File: src/rtl/cnn_pkg.sv
// Shared constants and types for the CNN host-side L2 result reader.
package cnn_pkg;

    localparam int NUM_CLASSES_DEF = 10;
    localparam int L2_ADDR_W       = 4;
    localparam int L2_DATA_W       = 32;

    typedef enum logic [2:0] {IDLE, ARM, RUN, READ, LAST, OUT} rdr_state_t;

    typedef logic signed [31:0] score_t;

endpackage

File: src/rtl/l2_argmax_acc.sv
// Running signed maximum with index; the first element loads unconditionally,
// later elements replace it only when strictly greater (lowest index wins ties).
module l2_argmax_acc
    import cnn_pkg::*;
#(
    parameter int DATA_W = L2_DATA_W,
    parameter int ADDR_W = L2_ADDR_W
) (
    input  logic                     clk,
    input  logic                     reset,
    input  logic                     first,
    input  logic                     valid,
    input  logic signed [DATA_W-1:0] data,
    input  logic        [ADDR_W-1:0] idx,
    output logic signed [DATA_W-1:0] max,
    output logic        [ADDR_W-1:0] max_idx
);

    always_ff @(posedge clk or negedge reset) begin
        if (!reset) begin
            max     <= '0;
            max_idx <= '0;
        end else if (valid && (first || (data > max))) begin
            max     <= data;
            max_idx <= idx;
        end
    end

endmodule

File: src/rtl/l2_result_reader.sv
// Host-side reader: launches the engine, reads NUM_CLASSES scores from L2 and
// presents the argmax on a valid/ready handshake. Optional macro: L2_SCORE_STREAM_EN.
module l2_result_reader
    import cnn_pkg::*;
#(
    parameter int NUM_CLASSES = NUM_CLASSES_DEF,
    parameter int ADDR_W      = L2_ADDR_W,
    parameter int DATA_W      = L2_DATA_W
) (
    input  logic                     clk,
    input  logic                     reset,
    input  logic                     start,
    output logic                     ready,
    input  logic                     busy,
    output logic                     oe_L2,
    output logic        [ADDR_W-1:0] addr_L2,
    input  logic signed [DATA_W-1:0] r_data_L2,
    output logic                     res_valid,
    input  logic                     res_ready,
    output logic        [ADDR_W-1:0] class_idx,
    output logic signed [DATA_W-1:0] class_score,
`ifdef L2_SCORE_STREAM_EN
    output logic                     score_valid,
    output logic signed [DATA_W-1:0] score_data,
`endif
    output logic                     done
);

    localparam logic [ADDR_W-1:0] LAST_ADDR = ADDR_W'(NUM_CLASSES - 1);

    rdr_state_t        state, state_nxt;
    logic [ADDR_W-1:0] addr_q;
    logic              cmp_valid;
    logic              cmp_first;
    logic [ADDR_W-1:0] cmp_idx;

    always_ff @(posedge clk or negedge reset) begin
        if (!reset) begin
            state <= IDLE;
        end else begin
            state <= state_nxt;
        end
    end

    always_ff @(posedge clk or negedge reset) begin
        if (!reset) begin
            addr_q <= '0;
        end else if (state == RUN) begin
            addr_q <= '0;
        end else if ((state == READ) && (addr_q != LAST_ADDR)) begin
            addr_q <= addr_q + ADDR_W'(1);
        end
    end

    always_comb begin
        state_nxt = state;
        ready     = 1'b0;
        oe_L2     = 1'b0;
        res_valid = 1'b0;
        done      = 1'b0;
        case (state)
            IDLE: if (start) state_nxt = ARM;
            ARM: begin
                ready = 1'b1;
                if (busy) state_nxt = RUN;
            end
            RUN: if (!busy) state_nxt = READ;
            READ: begin
                oe_L2 = 1'b1;
                if (addr_q == LAST_ADDR) state_nxt = LAST;
            end
            LAST: state_nxt = OUT;
            OUT: begin
                res_valid = 1'b1;
                if (res_ready) begin
                    done      = 1'b1;
                    state_nxt = IDLE;
                end
            end
            default: state_nxt = IDLE;
        endcase
    end

    // Read data lags the address by one cycle, so the element under compare is
    // the previous address in READ and the held final address in LAST.
    always_comb begin
        cmp_valid = ((state == READ) && (addr_q != '0)) || (state == LAST);
        cmp_idx   = (state == LAST) ? addr_q : (addr_q - ADDR_W'(1));
        cmp_first = (cmp_idx == '0);
    end

    assign addr_L2 = addr_q;

    l2_argmax_acc #(
        .DATA_W (DATA_W),
        .ADDR_W (ADDR_W)
    ) u_acc (
        .clk     (clk),
        .reset   (reset),
        .first   (cmp_first),
        .valid   (cmp_valid),
        .data    (r_data_L2),
        .idx     (cmp_idx),
        .max     (class_score),
        .max_idx (class_idx)
    );

`ifdef L2_SCORE_STREAM_EN
    assign score_valid = cmp_valid;
    assign score_data  = r_data_L2;
`endif

endmodule

File: config.mk
export PLATFORM = sky130hd
export DESIGN_NAME = l2_result_reader
export DESIGN_NICKNAME = d
export VERILOG_FILES = /design/src/rtl/cnn_pkg.sv /design/src/rtl/l2_argmax_acc.sv /design/src/rtl/l2_result_reader.sv
export SDC_FILE = /design/constraint.sdc
export NUM_CORES = 1
export LEC_CHECK = 0
export BUFFER_PORTS_ARGS = -buffer_cell sky130_fd_sc_hd__buf_2
export CAP_MARGIN = 20
export CORE_UTILIZATION = 54
export DETAILED_ROUTE_END_ITERATION = 8
export MAX_ROUTING_LAYER = met4
export PLACE_DENSITY_LB_ADDON = 0.05
export SLEW_MARGIN = 10
export SYNTH_ARGS = -nofsm -noshare
export SYNTH_HDL_FRONTEND = slang
export SYNTH_HIERARCHICAL = 1
export SYNTH_SLANG_ARGS = --single-unit
File: constraint.sdc
create_clock -name clk -period 5.6 [get_ports clk]
set_input_delay 0.84 -clock clk [delete_from_list [all_inputs] [get_ports clk]]
set_output_delay 0.84 -clock clk [all_outputs]
set_load 0.03 [all_outputs]
After elaboration in Yosys (flattened, before gate mapping)
Cells that the tools add are included.
{ "classes": {"addsub": 2, "n_lt_le_gt_ge": 1, "eq_ne": 12, "n_mux": 14, "reduce_logical": 10} }
{ "ops": {"columns": ["op", "count"], "rows": [
  ["greater-than comparator 32 bit", 1],
  ["one-hot mux 3 bit (6 select lines)", 1],
  ["two-way mux 3 bit", 5],
  ["two-way mux 4 bit", 3],
  ["inequality test 2 bit, second input constant", 5],
  ["== test 3 x 2 -> 1 bit, second input constant", 2],
  ["== test 3 bit, second input constant", 2],
  ["two-way mux 1 bit", 5],
  ["AND reduction 5 bit", 1],
  ["adder 4 x 1 -> 4 bit, second input constant", 1],
  ["== test 4 bit, second input constant", 1],
  ["zero test 4 bit", 1],
  ["inequality test 4 bit, second input constant", 1],
  ["nonzero test 4 bit", 1],
  ["subtractor 4 x 1 -> 4 bit, second input constant", 1],
  ["== test 3 x 1 -> 1 bit, second input constant", 1],
  ["logical AND 1 bit", 3],
  ["zero test 3 bit", 1],
  ["logical OR 1 bit", 2],
  ["nonzero test 2 bit", 1]
]} }
{ "word_totals": {"register_bits": 43, "output_inout_bits": 44, "wordCells": 43} }

Depth between registers and ports, before layout
Gate-level depths: netlist of run 1.
{ "logic_depth": {"depth_word": 5, "depth_mapped": 12, "mapped_depth_nobuf": 10} }

Cells and area by module
The synthesis of run 1 kept the hierarchy.
{ "modules_own_cells": {"columns": ["module", "instances", "cells_per_inst", "area_each_um2", "seq_area_each_um2"], "rows": [
  ["l2_argmax_acc", 1, 194, 2314.7, 900.9],
  ["l2_result_reader", 1, 74, 638.1, 175.2]
]} }

Least setup slack after synthesis of run 1
OpenSTA, ideal clock, no wires.
{ "synth_timing": {"path_type": "input to register", "start": "input r_data_L2[30]", "end": "register u_acc.max[0]", "arrival_time_ns": 2.721, "slack_ns": 2.754, "stages": 8, "n_path_buf": 1, "path_cell_list": "ha_1 > nand4_2 > or4_4 > o21ai_1 > nand2_1 > o211ai_4 > buf_6 > mux2_4"} }
{ "synth_via": {"elab_chain_len": 3} }
{ "synth_rtl": {"columns": ["item", "line", "rtl"], "rows": [
  ["start: declaration", "l2_result_reader.sv:17", "input logic signed [DATA_W-1:0] r_data_L2,"],
  ["greater-than comparator 32 bit", "l2_argmax_acc.sv:23", "end else if (valid && (first || (data > max))) begin"],
  ["logical OR 1 bit", "l2_argmax_acc.sv:23", null],
  ["logical AND 1 bit", "l2_argmax_acc.sv:23", null],
  ["end signal: assignment", "l2_argmax_acc.sv:24", "max <= data;"],
  ["end: declaration", "l2_argmax_acc.sv:15", "output logic signed [DATA_W-1:0] max,"]
]} }
No other way between the ends.
A chain may end at the register's enable or synchronous reset.

Worst setup path in the final report of run 1
{ "layout_timing": {"start": "input r_data_L2[14]", "end": "register u_acc.max[22]"} }
The elaborated chain is that of the path after synthesis.

==> results of run 1 <==
-- stage by stage --
stage	utilization	power (W)	std cells	hold slack, ns	instance area (µm²)
2_1_floorplan	-	0.00185	268	0.544	2950
3_3_place_gp	0.649	0.00211	408	0.494	3360
3_5_place_dp	0.649	0.00215	408	0.493	3360
4_1_cts	0.665	0.00235	416	0.512	3440
5_1_grt	0.665	0.00250	416	0.544	3440
6_report	0.665	0.00232	416	0.507	3440
-- power by group --
group	internal, W	total [W]	switching, W	leakage [nW]
combinational	0.000688	0.00150	0.000815	1.31
sequential	0.000474	0.000631	0.000157	0.506
clock	0.0000877	0.000190	0.000102	0.0422
-- state kept, by name, indices dropped and copies added, names as in the netlist --
register       count
state              3
u_acc/max         32
addr_L2            4
u_acc/max_idx      4
-- placed cells by master (no fill, tap or decap), types with 2 or more instances in the layout --
| cell | n |
|---|---|
| a22oi_1 | 2 |
| ha_1 | 35 |
| nor2_1 | 5 |
| a221o_1 | 2 |
| o211ai_1 | 3 |
| nand2_1 | 18 |
| o311ai_0 | 2 |
| mux2_4 | 30 |
| and2b_1 | 2 |
| dfrtp_1 | 43 |
| clkbuf_8 | 5 |
| nand2b_1 | 4 |
| nor2b_1 | 2 |
| buf_2 | 80 |
| mux2_2 | 6 |
| inv_1 | 37 |
| nand3b_1 | 2 |
| a21oi_1 | 14 |
| nand3_1 | 9 |
| clkbuf_1 | 2 |
| nand4_1 | 7 |
| o21ai_0 | 7 |
-- cell usage after synthesis (2+ instances only) --
cell type,number,area [µm²]
o21ai_0,7,35.0
and2b_1,2,15.0
nor2b_1,2,12.5
mux2_4,30,450
mux2_2,6,67.6
nand2_1,18,67.6
nor2_1,5,18.8
buf_6,5,56.3
inv_1,37,139
a21oi_1,14,70.1
o211ai_1,3,22.5
nand3_1,9,45.0
buf_2,5,25.0
o311ai_0,2,17.5
ha_1,35,438
nand3b_1,2,15.0
a221o_1,2,20.0
a22oi_1,2,15.0
nand4_1,7,43.8
dfrtp_1,43,1080
nand2b_1,4,25.0
-- logic make-up after synthesis --
group,count (synthesis)
compound gates,41
xor+xnor,2
fa+ha+maj,35
buf+inv,48
flops,43
mux,36
simple gates,63
-- final cells by class --
class	instances	area [µm²]	share of cell area
clock buffers	7	76.3	0.0222
clock inverters	1	5.00	0.00145
inverters	37	139	0.0404
multi-input cells	177	1650	0.479
flip-flops and latches	43	1080	0.313
well taps	70	87.6	0.0255
repair buffers	81	408	0.119
-- worst max path at each step --
stage | slack, ns | startpoint | end
after floorplan | 2.75 | r_data_L2[30] | u_acc/max[0]$_DFFE_PN0P_
after global placement | 2.04 | r_data_L2[14] | u_acc/max[23]$_DFFE_PN0P_
after detailed placement | 2.01 | r_data_L2[14] | u_acc/max[23]$_DFFE_PN0P_
after CTS | 2.30 | state[0]$_DFFE_PN0P_ | u_acc/max[22]$_DFFE_PN0P_
after global routing | 2.08 | state[0]$_DFFE_PN0P_ | u_acc/max_idx[3]$_DFFE_PN0P_
final | 2.29 | r_data_L2[14] | u_acc/max[22]$_DFFE_PN0P_
-- layer usage --
metal	up-vias	wire length, µm
li1	1099	-
met1	1030	2760
met2	51	2680
met3	4	204
met4	0	32
met5	-	0
-- critical path, delay by kind of cell --
kind	cells	cell delay (ns)
buffers and inverters	2	0.59
adder cells (fa/ha/maj)	1	0.31
AND/OR/NAND/NOR	3	0.92
multiplexers	1	0.38
AO/OA/AOI/OAI	2	0.42
==> key figures, run 1 <==
Synth
  • Mux cell area share after synthesis: 0.175
  • Commonest register cell after synthesis: dfrtp_1
  • Post-synth ARST share: 1.00
  • XOR/XNOR Fraction of Synth Area: 0.00593
  • Yosys warnings: 6
  • Post-synthesis compound-gate area fraction: 0.0987
  • Avg Inst Size Synth: 11.0 µm²
  • Syn nets: 340
  • Synth unique cells: 49
  • Number of flops mapped to enable cells by yosys: 0
  • Post-Syn Area: 2950 µm²
  • Largest family of logic cells by synthesized area: multiplexers
  • Mapped Cells: 268
  • Adder-Cell Fraction of Synth Area: 0.148
  • Post-synthesis simple-gate area fraction: 0.130
  • Sequential element share of the synthesized area: 0.364
  • #FFs+latches synth: 43

Power
  • Leakage: 1.86 nW
  • Power per Cell Area: 675 nW/µm²
  • VDD IR max: 303 µV

Global routing
  • Antenna violations before repair: 0
  • M2 GR Usage: 0.341
  • Global route total overflow: 0
  • Grt peak-use layer: met2
  • Global routing usage on met3: 0.0386
  • All-Layer GR Usage: 0.213
  • Vias in the first global route: 2,071
  • Pin count of the biggest net entering global routing: 44
  • First-pass GRT wire length: 9.64 mm
  • GR Util met1: 0.281

Critical path
  • Slowest cell on the critical path: or4_1
  • Crit-path max FO: 22
  • Worst reg2reg setup slack: 2.32 ns
  • Setup CP Type: input pin to flip-flop
  • Crit path arrival time: 3.48 ns
  • Cell Chain, Critical Path: buf_2, ha_1, nand4_1, or4_1, o21ai_1, nand2_1, o211ai_4, buf_4, mux2_2
  • FF-to-FF path depth: 9
  • Worst r2r src: state[0]$_DFFE_PN0P_
  • CP Capture Type: flip-flop
  • Largest stage delay, worst path: 0.60 ns
  • Critical path data required time: 5.77 ns
  • Startpoint Class: input pin
  • Crit Reg-Reg Endpoint: u_acc/max[22]$_DFFE_PN0P_

STA
  • Final Slew Violations: 0
  • Setup tns final: 0 ns
  • # setup viols final: 0
  • Final WS setup: 2.29 ns
  • Slew margin rel.: 0.350
  • Post-layout min period: 3.31 ns
  • Fmax: 303 MHz
  • Slew @ Worst Pin: 0.975 ns
  • Tcrit/Tclk final: 0.590
  • Final Skew: 0.00861 ns
  • Final Hold Fails: 0
  • Unrepaired setup endpoints after global routing: false

Clocking
  • Clk Latency, worst-skew pair: 0.29 ns
  • Number of gates resized after CTS: 0
  • CTS tree: built
  • Total clock buffers created by CTS: 5
  • Clk buf depth: 2
  • CTS Hold Bufs: 0
  • Clock transition at the registers of the reported paths: 0.08 ns
  • Sink Count: 43
  • H-tree lvl count: 2
  • Post-CTS Repair Setup Buffers: 0
  • Root Driver: clkbuf_8

Floorplan
  • Die X: 75.9 µm
  • I/O Pins: 81
  • Core Rows: 26
  • Starting Density: 0.571
  • CORE AREA: 5170 µm²
  • Die Area: 5770 µm²
  • Die height: 75.9 µm

Routing
  • Drt first pass iters: 4
  • 1st-iter DRT viols: 60
  • Drt drc: 0
  • Final antenna-violating net count: 0
  • Detailed-route wire length: 5.68 mm
  • Avg WL per Cell: 13.6 µm
  • Via count: 2,184
  • Via/cell ratio: 5.25

Place
  • Dpl hpwl: 4.36 mm
  • Number of buffers added on ports: 80
  • Pre-CTS setup slack: 2.01 ns
  • RD Place Congestion: 0.784

Final layout
  • Fill cell count: 445
  • Share of cells above drive strength 1: 0.382
  • Layout net count: 417
  • Antenna Cells: 0
  • Area grow syn2layout: 16.5%

Worst hold path
  • Min-Delay Path Depth: 1
  • Worst hold start: u_acc/max_idx[3]$_DFFE_PN0P_
  • Hold endpoint: u_acc/max_idx[3]$_DFFE_PN0P_
  • HP Class: flip-flop to flip-flop

Run
  • Total of max-cap violations: 0

Run status
  • Status: finished, final reports clean
Note: power is estimated with default switching activity, not from simulation.
==> run 2: changes to the inputs <==
--- a/config.mk
+++ b/config.mk
@@ -7,7 +7,7 @@
 export LEC_CHECK = 0
 export BUFFER_PORTS_ARGS = -buffer_cell sky130_fd_sc_hd__buf_2
 export CAP_MARGIN = 20
-export CORE_UTILIZATION = 54
+export CORE_UTILIZATION = 48
 export DETAILED_ROUTE_END_ITERATION = 8
 export MAX_ROUTING_LAYER = met4
 export PLACE_DENSITY_LB_ADDON = 0.05
==> constraint.sdc (replaced) <==
create_clock -name clk -period 2.9 [get_ports clk]
set_input_delay 0.435 -clock clk [delete_from_list [all_inputs] [get_ports clk]]
set_output_delay 0.435 -clock clk [all_outputs]
set_load 0.03 [all_outputs]
==> run 2 against run 1 <==
- sequential share of layout area down 0.78 points
- worst setup slack worse by 2.0 ns
- die area up 12%
- clock power up 120%
- via count down 1.5%
- highest routed layer unchanged
- register-to-register slack worse by 2.0 ns
- critical path type is now flip-flop to flip-flop
- global-route usage down 2.2 points
- clock skew about the same
- combinational power up 100%
- non-clock buffer count up 5
- largest power group unchanged
- total power up 98%
==> key figures, run 2 (same netlist as run 1, synthesis figures left out) <==
Critical path
  • Setup CP Type: flip-flop to flip-flop
  • Worst reg2reg setup slack: 0.31 ns
  • Crit path arrival time: 2.76 ns
  • Critical path data required time: 3.07 ns
  • CP Capture Type: flip-flop
  • Crit-path max FO: 13
  • Startpoint Class: flip-flop

Power
  • Net Sw Frac: 0.451
  • Power per Cell Area: 1310 nW/µm²
  • Reg power frac: 0.255
  • Logic gate share of total power: 0.654
  • P_int: 0.00253 W
  • VDD IR max: 610 µV
  • Leakage: 1.91 nW
  • Clock share of power: 0.091
  • Sw power: 0.00208 W

Place
  • Pre-CTS setup slack: 0.183 ns
  • Inst Count DP: 417
  • Dpl hpwl: 4.37 mm
  • Number of buffers added on ports: 80
  • RD Place Congestion: 0.803

Worst hold path
  • HP Class: input pin to asynchronous set/reset pin

STA
  • Final Slew Violations: 0
  • Final Hold Fails: 0
  • Slew margin rel.: 0.726
  • Fmax: 386 MHz
  • Post-layout min period: 2.59 ns
  • Final WS setup: 0.312 ns
  • # setup viols final: 0
  • Unrepaired setup endpoints after global routing: false
  • Tcrit/Tclk final: 0.892
  • Setup tns final: 0 ns
  • Slew @ Worst Pin: 0.411 ns
  • Hold Slack: 0.0610 ns
  • Final Skew: 0.00818 ns

Final layout
  • Max reg flops: 32
  • Area grow syn2layout: 19.5%
  • Area of the multi-input gates: 1650 µm²
  • Antenna Cells: 0
  • Fill cell count: 526
  • Most frequent cells in the layout: buf_2 (80), dfrtp_1 (43), inv_1 (37), ha_1 (35), mux2_4 (30)
  • Final Util: 0.596
  • Commonest non-fill, non-tap cell in the layout: buf_2
  • Most flop-heavy register: u_acc/max
  • Share of cells above drive strength 1: 0.393
  • Layout net count: 422
  • Post-Layout Cell Count: 426
  • Sequential standard cell area: 1080 µm²

Global routing
  • Global route total overflow: 0
  • All-Layer GR Usage: 0.191
  • Vias in the first global route: 1,972
  • Pin count of the biggest net entering global routing: 44
  • First-pass GRT wire length: 9.30 mm
  • Antenna violations before repair: 0

Clocking
  • CTS Hold Bufs: 0
  • Clk Latency, worst-skew pair: 0.29 ns
  • Clk buf depth: 2
  • Post-CTS Repair Setup Buffers: 0
  • Sink Count: 43
  • CTS tree: built
  • Number of gates resized after CTS: 0
  • Root Driver: clkbuf_8
  • Total clock buffers created by CTS: 5
  • H-tree lvl count: 2
  • Clock transition at the registers of the reported paths: 0.08 ns

Floorplan
  • I/O Pins: 81
  • CORE AREA: 5920 µm²
  • Die Area: 6470 µm²
  • Die height: 80.4 µm
  • Core Rows: 28
  • Starting Density: 0.499
  • Die X: 80.4 µm

Routing
  • 1st-iter DRT viols: 39
  • Final antenna-violating net count: 0
  • Drt first pass iters: 5
  • Drt drc: 0
  • Via/cell ratio: 5.05
  • Avg WL per Cell: 13.3 µm
  • Via count: 2,151
  • Detailed-route wire length: 5.68 mm

Run
  • Total of max-cap violations: 0

Run status
  • Status: finished, final reports clean
## run 2: power by group through the flow
| stage | Sequential [W] | Clock (W) | Combinational, W |
|---|---|---|---|
| 2_1_floorplan | 0.00169 | 0 | 0.00188 |
| 3_3_place_gp | 0.00118 | 0 | 0.00299 |
| 3_5_place_dp | 0.00119 | 0 | 0.00303 |
| 4_1_cts | 0.00118 | 0.000435 | 0.00304 |
| 5_1_grt | 0.00123 | 0.000462 | 0.00328 |
| 6_report | 0.00118 | 0.000420 | 0.00301 |
## run 2: area by class of cell
| type | instances | share of cell area |
|---|---|---|
| Clock buffer | 8 | 0.0284 |
| Inverter | 37 | 0.0394 |
| Multi-Input combinational cell | 177 | 0.467 |
| Sequential cell | 43 | 0.305 |
| Tap cell | 75 | 0.0266 |
| Timing Repair Buffer | 86 | 0.133 |
## run 2: through the flow
stage / power [W] / instance area (µm²)
floorplan: 0.00357 / 2950
global placement: 0.00417 / 3410
detailed placement: 0.00421 / 3410
CTS: 0.00465 / 3510
global route: 0.00497 / 3530
finish: 0.00461 / 3530
## run 2: worst paths after layout
path                                              startpoint                            to  cells after the start
worst min-delay path                                   reset     u_acc/max[29]$_DFFE_PN0P_                      1
max in group asynchronous                              reset     u_acc/max[21]$_DFFE_PN0P_                      2
min in group clk                               r_data_L2[30]     u_acc/max[30]$_DFFE_PN0P_                      2
worst max register to register        addr_L2[1]$_DFFE_PN0P_     u_acc/max[20]$_DFFE_PN0P_                     10
worst max-delay path                  addr_L2[1]$_DFFE_PN0P_     u_acc/max[20]$_DFFE_PN0P_                     10
worst min register to register  u_acc/max_idx[0]$_DFFE_PN0P_  u_acc/max_idx[0]$_DFFE_PN0P_                      1
## run 2: critical path: stages, from the launching register on
cell and delay (ns):
dfrtp_1 0.47, inv_1 0.11, ha_1 0.32, nand3b_1 0.08
a211oi_1 0.36, nand2_1 0.13, and4_1 0.20, nand3_1 0.13
o211ai_4 0.11, buf_4 0.22, mux2_4 0.31
## run 2: routing by layer
metal / wire length (µm) / global-route usage
met1: 2740 / 0.260
met2: 2700 / 0.294
met5: 0 / -
met3: 209 / 0.0386
met4: 30 / 0.0429
